--- config.mk ---
export PLATFORM = sky130hd
export DESIGN_NAME = imem_loader
export DESIGN_NICKNAME = d
export VERILOG_FILES = /design/src/rtl/imem_loader.sv
export SDC_FILE = /design/constraint.sdc
export NUM_CORES = 1
export LEC_CHECK = 0
export ABC_AREA = 1
export CAP_MARGIN = 20
export CORE_MARGIN = 5
export CORE_UTILIZATION = 25
export DETAILED_ROUTE_END_ITERATION = 10
export GPL_ROUTABILITY_DRIVEN = 0
export PLACE_DENSITY = 0.43
export SKIP_CTS_REPAIR_TIMING = 1
export SYNTH_ARGS = -nofsm -noshare
export SYNTH_HDL_FRONTEND = slang
export SYNTH_SLANG_ARGS = --single-unit
--- constraint.sdc ---
create_clock -name clk -period 4.15 [get_ports clk]
set_input_delay 0.415 -clock clk [delete_from_list [all_inputs] [get_ports clk]]
set_output_delay 0.415 -clock clk [all_outputs]
set_load 0.1 [all_outputs]
--- src/rtl/imem_loader.sv ---
// Byte-serial instruction memory loader: packs big-endian bytes into 32-bit words
// and writes them to word addresses 0x00, 0x04, ... while holding the CPU in reset.
// Latency: 4th byte accepted at T -> imem_we at T+1; N back-to-back words finish 5N+1 cycles after start.
// Backpressure: byte_ready is high only in RECV and depends on state alone; byte_valid low stalls.
// Ports: clk/reset (sync, active-high); start + num_words request a load;
//   byte_in/byte_valid/byte_ready byte stream; imem_we/imem_addr/imem_wdata write port;
//   cpu_hold, done, error status.
module imem_loader #(
  parameter int MAX_WORDS = 64
) (
  input  logic        clk,
  input  logic        reset,
  input  logic        start,
  input  logic [6:0]  num_words,
  input  logic [7:0]  byte_in,
  input  logic        byte_valid,
  output logic        byte_ready,
  output logic        imem_we,
  output logic [7:0]  imem_addr,
  output logic [31:0] imem_wdata,
  output logic        cpu_hold,
  output logic        done,
  output logic        error
);

  localparam int IDX_W = $clog2(MAX_WORDS);

  typedef enum logic [2:0] {
    IDLE,
    RECV,
    WRITE,
    DONE,
    ERROR
  } state_t;

  state_t             state;
  state_t             nextState;
  logic [6:0]         wordCount;
  logic [IDX_W-1:0]   wordIdx;
  logic [1:0]         byteCnt;
  logic [23:0]        shiftReg;   // first three bytes of the word in flight
  logic               byteAccept;
  logic               loadStart;
  logic               lastWord;

  assign byteAccept = byte_valid && byte_ready;
  assign lastWord   = (7'(wordIdx) == (wordCount - 7'd1));

  // Status outputs are pure state decodes, so there is no path from byte_valid to byte_ready.
  assign byte_ready = (state == RECV);
  assign imem_we    = (state == WRITE);
  assign done       = (state == DONE);
  assign error      = (state == ERROR);
  assign cpu_hold   = (state != DONE);

  always_ff @(posedge clk) begin
    if (reset) begin
      state <= IDLE;
    end else begin
      state <= nextState;
    end
  end

  always_comb begin
    nextState = state;
    loadStart = 1'b0;
    case (state)
      IDLE, DONE, ERROR: begin
        if (start) begin
          if (num_words == 7'd0) begin
            nextState = DONE;
          end else if (num_words > 7'(MAX_WORDS)) begin
            nextState = ERROR;
          end else begin
            nextState = RECV;
            loadStart = 1'b1;
          end
        end
      end
      RECV: begin
        if (byteAccept && (byteCnt == 2'd3)) begin
          nextState = WRITE;
        end
      end
      WRITE: begin
        nextState = lastWord ? DONE : RECV;
      end
      default: begin
        nextState = IDLE;
      end
    endcase
  end

  always_ff @(posedge clk) begin
    if (reset) begin
      wordCount  <= 7'd0;
      wordIdx    <= '0;
      byteCnt    <= 2'd0;
      shiftReg   <= 24'd0;
      imem_addr  <= 8'd0;
      imem_wdata <= 32'd0;
    end else begin
      if (loadStart) begin
        wordCount <= num_words;
        wordIdx   <= '0;
        byteCnt   <= 2'd0;
      end
      if (byteAccept) begin
        byteCnt  <= byteCnt + 2'd1;
        shiftReg <= {shiftReg[15:0], byte_in};
        // Address and data are staged on the last byte so they are valid for the whole
        // WRITE cycle and simply hold afterwards.
        if (byteCnt == 2'd3) begin
          imem_wdata <= {shiftReg, byte_in};
          imem_addr  <= 8'({wordIdx, 2'b00});
        end
      end
      if (state == WRITE) begin
        wordIdx <= wordIdx + 1'b1;
      end
    end
  end

endmodule

==> reports/summary.log <==
INFO  global_routing grtUsageMet3=0.0390
INFO  global_routing grt_antenna_before_repair=0
INFO  power_and_ir_drop share_clk_of_total_power=0.465
INFO  setup_path     critical_path.top_delay_family=buffers and inverters
INFO  synth          yosysUniqueCellTypes=24
INFO  synth          synth_adder_area_share=0.0115
INFO  synth          yosysWarnings=0
INFO  timing         setup_repair_after_global_routing_missed_its_margin=no
INFO  global_routing pin_count_of_the_biggest_net_entering_global_routing=46
INFO  worst_hold_path worst_hold_path_type=reg2reg
INFO  global_routing globalRoute.busiestLayer=met1
INFO  timing         fin_crit_sh=0.657
INFO  synth          yosys.area_share.xor_xnor=0
INFO  synth          postSynthAreaPerCell=7.11um^2
INFO  clock_network  clk_slew_on_worst_s_h_paths=0.06ns
INFO  timing         final-max-slew-violation-count=0
INFO  clock_network  number_of_levels_in_the_clock_h_tree=3
INFO  cells_and_area final_non_filler_cell_area=4350um^2
INFO  floorplan      core=12700um^2
INFO  clock_network  clock_path_buffers=2
INFO  power_and_ir_drop comb_power_share=0.107
INFO  setup_path     worst_path_required_time=3.73ns
INFO  floorplan      ios=64
INFO  cells_and_area syn2layout_area_growth=33.4%
INFO  synth          seq_area_frac_synth=0.491
INFO  setup_path     critical_path_endpoint_category=output port
INFO  floorplan      fp.dieH=124um
INFO  clock_network  clk-insertion-delay-late=0.34ns
INFO  cells_and_area regArea=1600um^2
INFO  cells_and_area multi_input_comb_area=1440um^2
INFO  clock_network  tritoncts=built
INFO  floorplan      initial_core_util=0.256
INFO  setup_path     critical_path.cell_chain=inv_1 > nor3_2 > buf_4 > clkdlybuf4s50_1
INFO  routing        antenna_nets_post_route=0
INFO  setup_path     critical_path.startpoint_type=register
INFO  power_and_ir_drop power.switching_fraction=0.255
INFO  timing         timing.final.setup_violations=0
INFO  synth          post_synth_inst_count=459
INFO  global_routing grt_remaining_overflow=0
INFO  setup_path     setup_slack_reg_to_reg=2.03ns
INFO  power_and_ir_drop pwr-share-seq=0.428
INFO  timing         hold_viol_final=0
INFO  timing         timing.max_slew.rel_slack=0.322
INFO  run            max_cap_viols=0
INFO  clock_network  cts_root_buf=clkbuf_16
INFO  clock_network  numCtsBuffers=9
INFO  setup_path     critPathSlowestCell=clkdlybuf4s50_1
INFO  global_routing met1_usage=0.162
INFO  synth          combinational_family_with_the_most_area_after_synthesis=simple AND/OR/NAND/NOR gates
INFO  cells_and_area num_antenna_cells=0
INFO  place          pre_cts_slack=1.77ns
INFO  timing         finalWorstSetupSlack=1.43ns
INFO  clock_network  numClockSinks=80
INFO  power_and_ir_drop internal_power=1.43mW
INFO  power_and_ir_drop vdd.ir_drop.worst=0.143mV
INFO  setup_path     setup.worst_path.class=reg2out
INFO  synth          syn-cell-area=3260um^2
INFO  floorplan      floorplan.die.width=124um
INFO  global_routing first_pass_grt_wire_length=14.7mm
INFO  cells_and_area drive_gt1_frac=0.0541
INFO  place          placement_stage_cell_area=4020um^2
INFO  routing        vias_per_cell=4.34
INFO  routing        routedWlPerCell=12.6um
INFO  run_status     status=completed
INFO  cells_and_area design.final.nets=535
INFO  timing         fin_skew=0.00680ns
INFO  timing         fin_crit=2.72ns
INFO  timing         transition_time_at_the_pin_with_the_least_slew_margin=1.01ns
INFO  timing         finalHoldWorstSlack=0.461ns
INFO  synth          yosys.area_share.simple=0.277
INFO  global_routing gr_util_all_layers=0.115
INFO  routing        route.detailed.drc=0
INFO  synth          synth_seq_cells=80
INFO  place          dp_hpwl=5.82mm
INFO  global_routing gr-usage-met2=0.159
INFO  timing         max_freq=367MHz
INFO  place          buffer_ports.inserted=61
INFO  power_and_ir_drop p_switching=0.488mW
INFO  synth          synthMuxAreaShare=0
INFO  routing        drtIter0Drc=195
INFO  timing         finalSetupTns=0ns
INFO  power_and_ir_drop power_leakage=1.69nW
INFO  floorplan      die_area=15400um^2
INFO  synth          synth-compound-area-share=0.149
INFO  cells_and_area layout.cells.most_common=nand2_1
INFO  routing        detail_route.wirelength=8.68mm
INFO  cells_and_area top_library_cells_by_usage_in_the_layout_fill_and_taps_aside=nand2_1 (106), nor2_1 (90), dfxtp_1 (80)
INFO  setup_path     cp_num_buf_inv=3
INFO  cells_and_area filler_cells=1414
INFO  power_and_ir_drop power.density=440nW/um^2
INFO  floorplan      row_count=41
INFO  setup_path     cpPeakStageDelay=1.16ns
INFO  global_routing first_global_vias=2898
INFO  routing        routed-via-count=2995
INFO  setup_path     path_max_fanout=10
INFO  routing        number_of_search_and_repair_iterations_in_the_first_detailed_routing_pass=4
INFO  setup_path     worst_ep_arrival_time=2.31ns
==> synth_stat cells <==
library cell	instances	area [um^2]
o22ai_1	1	6.26
o21ai_1	1	5.00
buf_4	2	15.0
nand2_4	1	11.3
buf_2	10	50.1
nand3_1	17	85.1
nor3_4	1	16.3
nand4_1	1	6.26
clkinv_1	1	3.75
o21ai_0	49	245
nor3_2	1	10.0
dfxtp_1	80	1600
nor2_1	90	338
nand3b_1	2	15.0
or2_2	2	12.5
inv_1	30	113
nand2_1	106	398
conb_1	1	3.75
clkbuf_1	10	37.5
ha_1	3	37.5
buf_1	1	3.75
nor2_4	1	11.3
a21oi_1	46	230
inv_2	2	7.51
==> power by group through the flow <==
stage	clock network, mW	logic (mW)	registers, mW
finish	0.891	0.205	0.821
global route	0.952	0.232	0.824
CTS	0.919	0.206	0.821
detailed placement	0	0.205	0.838
global placement	0	0.205	0.837
floorplan	0	0.154	0.830
==> per-stage QoR <==
| step | std cells | total power [mW] | util |
|---|---|---|---|
| 2_1_floorplan | 460 | 0.983 | - |
| 3_3_place_gp | 674 | 1.04 | 0.316 |
| 3_5_place_dp | 674 | 1.04 | 0.316 |
| 4_1_cts | 690 | 1.95 | 0.342 |
| 5_1_grt | 690 | 2.01 | 0.342 |
| 6_report | 690 | 1.92 | 0.342 |
==> sequential cells by signal (all words and copies together) (netlist names) <==
name	flops
imem_addr	6
shiftReg	24
wordIdx	6
wordCount	7
state	3
imem_wdata	32
byteCnt	2
==> cell type report <==
type,count,area share
Clock inverter,5,0.0195
Inverter,33,0.0284
Timing Repair Buffer,65,0.147
Tap cell,172,0.0494
Sequential cell,80,0.368
Clock buffer,11,0.0580
Multi-Input combinational cell,324,0.330
==> layer usage <==
layer	routed length, um	part of all wire
met1	4630	0.53
met3	483	0.056
met5	0	0
met4	136	0.016
met2	3430	0.39
==> path summary, 6_finish.rpt <==
kind	startpoint	cells after the start	end
max	state[1]	4	imem_we
max reg2reg	state[0]	8	state[2]
min reg2reg	imem_wdata[10]	2	imem_wdata[10]
min	imem_wdata[10]	2	imem_wdata[10]
==> cell families after synthesis <==
group | Yosys count
AO/OA/AOI/OAI | 97
adder cells (fa/ha/maj) | 3
other | 1
flip-flops | 80
buffers and inverters | 56
AND/OR/NAND/NOR | 222
==> worst min-delay path, cell delays in order, from the launching register on <==
cell     delay, ns
dfxtp_1       0.31
nand2_1       0.06
a21oi_1       0.05
(Power assumes the default switching activity.)
